<file path="src/rtl/alu_exec_unit.sv">
// Execute-stage ALU: single-cycle arithmetic/logic/compare ops and iterative 1-bit-per-cycle shifts.
// Optional unsigned multiply on function code 15 when ALU_EXEC_MUL_EN is defined.
module alu_exec_unit #(
    parameter int unsigned DATA_WIDTH = 16,
    parameter int unsigned FUNC_WIDTH = 5,
    parameter int unsigned TAG_WIDTH  = 4
) (
    input  logic                  clk,
    input  logic                  rst_n,
    input  logic                  in_valid,
    output logic                  in_ready,
    input  logic [FUNC_WIDTH-1:0] in_func,
    input  logic [DATA_WIDTH-1:0] in_a,
    input  logic [DATA_WIDTH-1:0] in_b,
    input  logic [TAG_WIDTH-1:0]  in_tag,
    output logic                  out_valid,
    input  logic                  out_ready,
    output logic [DATA_WIDTH-1:0] out_result,
    output logic [TAG_WIDTH-1:0]  out_tag,
    output logic                  out_zero,
    output logic                  out_neg,
    output logic                  out_carry,
    output logic                  out_ovf,
    output logic                  out_illegal,
    output logic                  busy
);

    localparam int unsigned SH_W = $clog2(DATA_WIDTH);
    localparam int unsigned MSB  = DATA_WIDTH - 1;

    localparam logic [FUNC_WIDTH-1:0] FUNC_SET = FUNC_WIDTH'(0);
    localparam logic [FUNC_WIDTH-1:0] FUNC_ADD = FUNC_WIDTH'(1);
    localparam logic [FUNC_WIDTH-1:0] FUNC_SUB = FUNC_WIDTH'(2);
    localparam logic [FUNC_WIDTH-1:0] FUNC_ULS = FUNC_WIDTH'(3);
    localparam logic [FUNC_WIDTH-1:0] FUNC_URS = FUNC_WIDTH'(4);
    localparam logic [FUNC_WIDTH-1:0] FUNC_SLS = FUNC_WIDTH'(5);
    localparam logic [FUNC_WIDTH-1:0] FUNC_SRS = FUNC_WIDTH'(6);
    localparam logic [FUNC_WIDTH-1:0] FUNC_AND = FUNC_WIDTH'(7);
    localparam logic [FUNC_WIDTH-1:0] FUNC_OR  = FUNC_WIDTH'(8);
    localparam logic [FUNC_WIDTH-1:0] FUNC_XOR = FUNC_WIDTH'(9);
    localparam logic [FUNC_WIDTH-1:0] FUNC_NOT = FUNC_WIDTH'(10);
    localparam logic [FUNC_WIDTH-1:0] FUNC_LSS = FUNC_WIDTH'(11);
    localparam logic [FUNC_WIDTH-1:0] FUNC_EQL = FUNC_WIDTH'(12);
    localparam logic [FUNC_WIDTH-1:0] FUNC_GRT = FUNC_WIDTH'(13);
    localparam logic [FUNC_WIDTH-1:0] FUNC_ABS = FUNC_WIDTH'(14);
`ifdef ALU_EXEC_MUL_EN
    localparam logic [FUNC_WIDTH-1:0] FUNC_MUL = FUNC_WIDTH'(15);
`endif

    typedef enum logic {
        S_IDLE  = 1'b0,
        S_SHIFT = 1'b1
    } state_t;

    typedef struct packed {
        logic [DATA_WIDTH-1:0] result;
        logic                  zero;
        logic                  neg;
        logic                  carry;
        logic                  ovf;
        logic                  illegal;
    } res_t;

    state_t                r_state;
    state_t                w_state_nxt;
    res_t                  r_out;
    res_t                  w_alu;
    res_t                  w_out_nxt;
    logic                  r_out_valid;
    logic                  r_busy;
    logic [TAG_WIDTH-1:0]  r_out_tag;
    logic [TAG_WIDTH-1:0]  w_tag_nxt;
    logic [TAG_WIDTH-1:0]  r_sh_tag;
    logic [DATA_WIDTH-1:0] r_sh_val;
    logic [DATA_WIDTH-1:0] w_sh_step;
    logic [SH_W-1:0]       r_sh_cnt;
    logic [FUNC_WIDTH-1:0] r_sh_func;
    logic                  w_accept;
    logic                  w_is_shift;
    logic                  w_out_load;
    logic                  w_sh_load;
    logic                  w_sh_adv;
    logic [DATA_WIDTH:0]   w_sum;
    logic [DATA_WIDTH:0]   w_dif;
    logic [DATA_WIDTH-1:0] w_neg_a;
`ifdef ALU_EXEC_MUL_EN
    logic [2*DATA_WIDTH-1:0] w_prod;
`endif

    // Result with zero/neg derived from the value; carry/ovf/illegal cleared.
    function automatic res_t make_res(input logic [DATA_WIDTH-1:0] r);
        res_t v;
        v         = '0;
        v.result  = r;
        v.zero    = (r == '0);
        v.neg     = r[MSB];
        return v;
    endfunction

    // Single-cycle datapath; shifts here only cover the zero-amount case.
    always_comb begin
        w_sum   = {1'b0, in_a} + {1'b0, in_b};
        w_dif   = {1'b0, in_a} - {1'b0, in_b};
        w_neg_a = -in_a;
`ifdef ALU_EXEC_MUL_EN
        w_prod  = {DATA_WIDTH'(0), in_a} * {DATA_WIDTH'(0), in_b};
`endif
        w_alu   = '0;
        case (in_func)
            FUNC_SET: w_alu = make_res(in_b);
            FUNC_ADD: begin
                w_alu       = make_res(w_sum[MSB:0]);
                w_alu.carry = w_sum[DATA_WIDTH];
                w_alu.ovf   = (in_a[MSB] == in_b[MSB]) && (w_sum[MSB] != in_a[MSB]);
            end
            FUNC_SUB: begin
                w_alu       = make_res(w_dif[MSB:0]);
                w_alu.carry = w_dif[DATA_WIDTH];
                w_alu.ovf   = (in_a[MSB] != in_b[MSB]) && (w_dif[MSB] != in_a[MSB]);
            end
            FUNC_ULS, FUNC_URS, FUNC_SLS, FUNC_SRS: w_alu = make_res(in_a);
            FUNC_AND: w_alu = make_res(in_a & in_b);
            FUNC_OR:  w_alu = make_res(in_a | in_b);
            FUNC_XOR: w_alu = make_res(in_a ^ in_b);
            FUNC_NOT: w_alu = make_res(~in_a);
            FUNC_LSS: w_alu = make_res(DATA_WIDTH'($signed(in_a) < $signed(in_b)));
            FUNC_EQL: w_alu = make_res(DATA_WIDTH'(in_a == in_b));
            FUNC_GRT: w_alu = make_res(DATA_WIDTH'($signed(in_a) > $signed(in_b)));
            FUNC_ABS: begin
                // Negating the most-negative value wraps to itself and flags overflow.
                w_alu     = make_res(in_a[MSB] ? w_neg_a : in_a);
                w_alu.ovf = in_a[MSB] && w_neg_a[MSB];
            end
`ifdef ALU_EXEC_MUL_EN
            FUNC_MUL: begin
                w_alu       = make_res(w_prod[MSB:0]);
                w_alu.carry = |w_prod[2*DATA_WIDTH-1:DATA_WIDTH];
            end
`endif
            default:  w_alu.illegal = 1'b1;
        endcase
    end

    // One-bit shift step applied to the latched operand.
    always_comb begin
        w_sh_step = r_sh_val;
        case (r_sh_func)
            FUNC_ULS: w_sh_step = {r_sh_val[MSB-1:0], 1'b0};
            FUNC_URS: w_sh_step = {1'b0, r_sh_val[MSB:1]};
            FUNC_SLS: w_sh_step = {r_sh_val[MSB], r_sh_val[MSB-2:0], 1'b0};
            FUNC_SRS: w_sh_step = {r_sh_val[MSB], r_sh_val[MSB:1]};
            default:  w_sh_step = r_sh_val;
        endcase
    end

    // Next-state and handshake control.
    always_comb begin
        w_state_nxt = r_state;
        w_out_load  = 1'b0;
        w_sh_load   = 1'b0;
        w_sh_adv    = 1'b0;
        w_out_nxt   = w_alu;
        w_tag_nxt   = in_tag;
        w_is_shift  = (in_func == FUNC_ULS) || (in_func == FUNC_URS) ||
                      (in_func == FUNC_SLS) || (in_func == FUNC_SRS);
        in_ready    = (r_state == S_IDLE) && (!r_out_valid || out_ready);
        w_accept    = in_valid && in_ready;
        case (r_state)
            S_IDLE: begin
                if (w_accept) begin
                    if (w_is_shift && (in_b[SH_W-1:0] != '0)) begin
                        w_sh_load   = 1'b1;
                        w_state_nxt = S_SHIFT;
                    end else begin
                        w_out_load  = 1'b1;
                    end
                end
            end
            S_SHIFT: begin
                w_sh_adv = 1'b1;
                // Last step writes straight to the output so latency is amount+1.
                if (r_sh_cnt == SH_W'(1)) begin
                    w_out_load  = 1'b1;
                    w_out_nxt   = make_res(w_sh_step);
                    w_tag_nxt   = r_sh_tag;
                    w_state_nxt = S_IDLE;
                end
            end
            default: w_state_nxt = S_IDLE;
        endcase
    end

    always_ff @(posedge clk or negedge rst_n) begin
        if (!rst_n) begin
            r_state <= S_IDLE;
            r_busy  <= 1'b0;
        end else begin
            r_state <= w_state_nxt;
            r_busy  <= (w_state_nxt == S_SHIFT);
        end
    end

    // Output register holds its value while the consumer stalls.
    always_ff @(posedge clk or negedge rst_n) begin
        if (!rst_n) begin
            r_out       <= '0;
            r_out_tag   <= '0;
            r_out_valid <= 1'b0;
        end else if (w_out_load) begin
            r_out       <= w_out_nxt;
            r_out_tag   <= w_tag_nxt;
            r_out_valid <= 1'b1;
        end else if (r_out_valid && out_ready) begin
            r_out_valid <= 1'b0;
        end
    end

    always_ff @(posedge clk or negedge rst_n) begin
        if (!rst_n) begin
            r_sh_val  <= '0;
            r_sh_cnt  <= '0;
            r_sh_func <= '0;
            r_sh_tag  <= '0;
        end else if (w_sh_load) begin
            r_sh_val  <= in_a;
            r_sh_cnt  <= in_b[SH_W-1:0];
            r_sh_func <= in_func;
            r_sh_tag  <= in_tag;
        end else if (w_sh_adv) begin
            r_sh_val  <= w_sh_step;
            r_sh_cnt  <= r_sh_cnt - SH_W'(1);
        end
    end

    assign out_valid   = r_out_valid;
    assign out_result  = r_out.result;
    assign out_tag     = r_out_tag;
    assign out_zero    = r_out.zero;
    assign out_neg     = r_out.neg;
    assign out_carry   = r_out.carry;
    assign out_ovf     = r_out.ovf;
    assign out_illegal = r_out.illegal;
    assign busy        = r_busy;

endmodule

</file>
<file path="config.mk">
export PLATFORM = sky130hd
export DESIGN_NAME = alu_exec_unit
export DESIGN_NICKNAME = d
export VERILOG_FILES = /design/src/rtl/alu_exec_unit.sv
export SDC_FILE = /design/constraint.sdc
export NUM_CORES = 1
export LEC_CHECK = 0
export BUFFER_PORTS_ARGS = -buffer_cell sky130_fd_sc_hd__buf_2
export CAP_MARGIN = 20
export CELL_PAD_IN_SITES_DETAIL_PLACEMENT = 1
export CELL_PAD_IN_SITES_GLOBAL_PLACEMENT = 2
export CORE_ASPECT_RATIO = 1.25
export CORE_MARGIN = 1.5
export CORE_UTILIZATION = 38
export DETAILED_ROUTE_END_ITERATION = 10
export GPL_ROUTABILITY_DRIVEN = 0
export PLACE_DENSITY = 0.91
export SLEW_MARGIN = 25
export SYNTH_ARGS = -nofsm -noshare
export SYNTH_HDL_FRONTEND = slang
export SYNTH_SLANG_ARGS = --single-unit
</file>
<file path="constraint.sdc">
create_clock -name clk -period 4.2 [get_ports clk]
set_clock_uncertainty 0.1 [all_clocks]
set_input_delay 0.84 -clock clk [delete_from_list [all_inputs] [get_ports clk]]
set_output_delay 0.84 -clock clk [all_outputs]
set_load 0.02 [all_outputs]
</file>
Yosys cells after proc, flatten, opt, wreduce, memory -nomap -nowiden --
Index checks and enable logic that the tools add are counted.
Cells by class: add/subtract/negate cells 4, magnitude comparators 2, eq/ne operators 24, mux-type cells 24, bitwise logic cells 8, reduce and logical (&&, ||, !) cells 28
Operators by type and width (count):
- 20-bit one-hot mux with 12 select lines | 1
- 16-bit zero test | 10
- 16-bit one-hot mux with 4 select lines | 1
- 16-bit 2-to-1 mux | 3
- 21-bit 2-to-1 mux | 2
- 5-bit by 3-bit equality test with 1-bit output (second input constant) | 7
- 5-bit by 4-bit equality test with 1-bit output (second input constant) | 7
- 16-bit by 16-bit adder with 17-bit output | 1
- 16-bit by 16-bit subtractor with 17-bit output | 1
- 16-bit bitwise AND | 1
- 16-bit equality test | 1
- 16-bit > comparator | 1
- 16-bit less-than comparator | 1
- 4-bit 2-to-1 mux | 4
- 16-bit negator | 1
- 16-bit NOT | 1
- 16-bit OR | 1
- 16-bit XOR | 1
- 5-bit by 2-bit equality test with 1-bit output (second input constant) | 3
- 15-bit OR reduction | 1
- 1-bit 2-to-1 mux | 11
- 1-bit logical AND | 7
- 5-bit by 1-bit equality test with 1-bit output (second input constant) | 1
- 5-bit zero test | 1
- other kinds (11) | 21
Word-level totals: register bits after elaboration 56, input bits 45, output and inout port bits 28, word-level logic and storage cells 103

Depth between registers and ports, before layout --
depth after elaboration 9, mapped depth 13, gate-level depth less buffers 11

Worst setup path after synthesis --
Ideal clock, no wire load.
path type input to register, from input in_a[8], to register r_out, in the netlist out_zero, library setup time 72 ps, arrival time 3737 ps, required time 4028 ps, slack 291 ps, cell stages on the path 12, buffers on the path 2, path through clkbuf_1 inv_1 ha_1 clkbuf_1 o21a_1 a211oi_1 nor2_1 or4_1 a211o_1 or4_1 o31a_1 nand3_1
On the way: longest elaborated chain between the ends 6, elaborated cells between the ends (all ways) 25, classes of those cells add/sub (3); order compare (2); eq/ne (1); mux (4); bitwise (7); reduce/logical (8)
Ends and longest elaborated chain:
- start, declared | RTL line 13 | input logic [DATA_WIDTH-1:0] in_a,
- 16-bit negator | RTL line 104 | w_neg_a = -in_a;
- 16-bit 2-to-1 mux | RTL line 131 | w_alu = make_res(in_a[MSB] ? w_neg_a : in_a);
- 16-bit zero test | RTL line 95 | v.zero = (r == '0);
- 20-bit one-hot mux with 12 select lines * | RTL line 109 | case (in_func)
- 21-bit 2-to-1 mux | RTL line 182 | if (r_sh_cnt == SH_W'(1)) begin
- 21-bit 2-to-1 mux * | RTL line 168 | case (r_state)
- end signal, assigned | RTL line 210 | r_out <= w_out_nxt;
- end, declared | RTL line 66 | res_t r_out;
Every way passes the cells marked *; elsewhere a longest branch is shown, timed or not. A chain may end at the register's enable or synchronous reset.

Worst setup path in the final report --
from input in_a[11], to register r_out, in the netlist out_zero
The elaborated chain is that of the path after synthesis.

==> results.ini <==
[status]
run_status = finished, final reports clean

[layout]
diodes = 0
fin_nets = 1090
drive_above_1_share_pct = 18.0
fin_area_um2 = 7860
area_delta_synth_final_pct = 17.3

[place]
dp_hpwl_um = 23800
io_buffers = 72
placed_area_um2 = 7700

[synthesis]
syn_nets = 998
yosysUniqueCellTypes = 70
synthAdderAreaFrac_pct = 11.3
synthTopCellsByArea = dfrtp_1 21%, ha_1 11%, nand2_1 4.6%
ys_warn_count = 0
synth_xor_area_share_pct = 3.79
synth_mux_area_share_pct = 1.92
yosys.area.top_type = dfrtp_1
synth_compound_area_share_pct = 29.6
syn_inst = 894
synth_area_um2 = 6700
synth_top_cell_area_share_pct = 20.6
synth-main-ff-cell = dfrtp_1
yosys.area_share.simple_pct = 25.9
seq_area_frac_synth_pct = 20.6
async_flop_share_pct = 100
synth_seq_cells = 55
synth_edf_count = 0
synth_top_family_by_area = compound AO/OA/AOI/OAI gates
syn_area_per_cell_um2 = 7.49

[cts]
clock_path_buffers = 2
clk_latency_ps = 300
cts-root-buf = clkbuf_16
path_clk_slew_ps = 70
cts_made_buffers = 5
post_cts_resize_count = 0
tritoncts = built
hold_buffers = 0
h-tree-depth = 2
postCtsSetupBuffers = 0
clkSinkCount = 55

[critical_path]
critical-path-max-stage-delay_ps = 640
cp-start-kind = primary input
worstPathMaxFanout = 6
critical_path_class = in -> reg
path_cells = buf_2 > inv_1 > ha_1 > or3_1 > nor4_1 > buf_4 > nand4_1 > or3b_2 > a2111oi_1 > or4_1 > o31ai_1 > nand3_1
crit_arrival_ps = 4210
worst_setup_path_end_kind = flip-flop
crit_required_ps = 4340
cp_slowest_cell = a2111oi_1

[die]
dieArea_um2 = 18400
coreArea_um2 = 17400
num_rows = 54
die_w_um = 122
pin_count = 73
die_y_um = 151
initial_core_util_pct = 38.6

[timing]
maxSlewViolCount = 0
hold_viol = 0
fmax_mhz = 246
worstMarginPinSlew_ps = 1090
fin_tns_setup_ps = 0
max_slew_margin_pct = 26.9
final.period_utilization_pct = 96.9
period_needed_ps = 4070
whs_ps = 397
setup_viol = 0
rsz0062_at_grt = no

[detailed_routing]
drt_wl_total_um = 29700
initialDrtViolationCount = 686
antenna_left = 0
first_pass_iters = 5
vias = 7889
drc = 0
wl_per_cell_um = 24.5
viasPerCell = 6.51

[grt]
grt_pass1_vias = 8080
grt_pass1_wl_um = 46100
antenna_found_initial = 0
overflow = 0
grt_start_max_net_pins = 32
track_usage_pct = 32.9

[power_and_ir_drop]
power_leakage_nw = 3.52
swShare_pct = 48.4
p_clk_share_pct = 13.4
power_frac_seq_pct = 28.7
ir_drop_mv = 0.185
pwr-share-comb_pct = 57.9
power.density_nw_per_um2 = 407
internal-power_w = 0.00165
p_switching_w = 0.00155

[run]
cap_violations = 0

[min_path]
hp-class = reg -> reg

-- per-layer routing --
metal	vias to the layer above	track usage (%)	routed length, µm
li1	3560	-	-
met1	3887	39.9	11800
met2	339	56.5	14300
met3	103	3.39	1760
met4	0	19.2	1820
met5	-	0	0
-- logic make-up (layout without fill, tap and decap cells) --
kind of cell,after synthesis,after routing
and+or+nand+nor,341,341
AOI/OAI and AO/OA,277,277
buffers and inverters,121,214
adders and majority gates,59,59
DFF,55,55
xor gates and xnor gates,29,29
muxes,12,12
-- cells in the final DEF, fill, tap and decap left out, types with 34 or more instances in the layout --
| cell type | instances |
|---|---|
| a21oi_1 | 48 |
| buf_2 | 72 |
| buf_4 | 76 |
| dfrtp_1 | 55 |
| ha_1 | 57 |
| inv_1 | 56 |
| nand2_1 | 82 |
| nand3_1 | 37 |
| nor2_1 | 77 |
| o21ai_0 | 34 |
-- layout make-up --
type                       count  area [µm²]
fill                        2222        9510
timing repair buffer         148         931
inverter                      58         218
multi-input combinational    718        4910
sequential                    55        1380
tap                          224         280
clock buffer                   6         129
clock inverter                 2        16.3
-- Yosys cell counts (13+ instances only) --
library cell  count
ha_1             57
a221oi_1         14
nand3_1          37
nor2_1           77
a22oi_1          23
dfrtp_1          55
nor3_1           31
nor4_1           14
a31oi_1          13
nand2_1          82
clkbuf_1         58
inv_1            56
o21ai_0          34
xnor2_1          20
nand4_1          21
o22ai_1          13
a21oi_1          48
a221o_1          18
-- stage by stage --
stage,instances,util [%],total power (W),setup slack (ps)
2_1_floorplan,894,-,0.00206,291
3_3_place_gp,1203,44.4,0.00268,-166
3_5_place_dp,1203,44.4,0.00273,-174
4_1_cts,1211,45.2,0.00318,134
5_1_grt,1211,45.2,0.00341,106
6_report,1211,45.2,0.00320,130
-- power by group through the flow --
stage / Sequential, W / Clock [W] / Combinational (W)
final: 0.000918 / 0.000429 / 0.00185
after global routing: 0.000945 / 0.000459 / 0.00200
after CTS: 0.000914 / 0.000437 / 0.00183
after detailed placement: 0.000921 / 0 / 0.00181
after global placement: 0.000914 / 0 / 0.00177
after floorplan: 0.000992 / 0 / 0.00107
-- path summary, 6_finish.rpt --
path	startpoint	endpoint	slack, ps	cells past startpoint
worst min register to register	out_illegal$_DFFE_PN0P_	out_illegal$_DFFE_PN0P_	400	2
min in group asynchronous	rst_n	r_sh_cnt[3]$_DFFE_PN0P_	470	1
worst max-delay path	in_a[11]	out_zero$_DFFE_PN0P_	130	12
max in group asynchronous	rst_n	out_result[10]$_DFFE_PN0P_	2680	2
worst max register to register	busy$_DFF_PN0_	out_zero$_DFFE_PN0P_	1260	8
worst min-delay path	out_illegal$_DFFE_PN0P_	out_illegal$_DFFE_PN0P_	400	2
-- sequential cells by signal, summed over array words and instances (netlist names) --
name / flops
r_sh_cnt: 4
r_sh_tag: 4
out_zero: 1
out_ovf: 1
out_illegal: 1
r_sh_func: 5
out_valid: 1
out_result: 16
r_sh_val: 16
out_carry: 1
out_tag: 4
busy: 1
-- critical path, delay by kind of cell --
kind,cells,cell delay (ps)
AO/OA/AOI/OAI,2,720
AND/OR/NAND/NOR,6,1780
adder cells (fa/ha/maj),1,330
buffers and inverters,3,530
(Power assumes the default switching activity.)
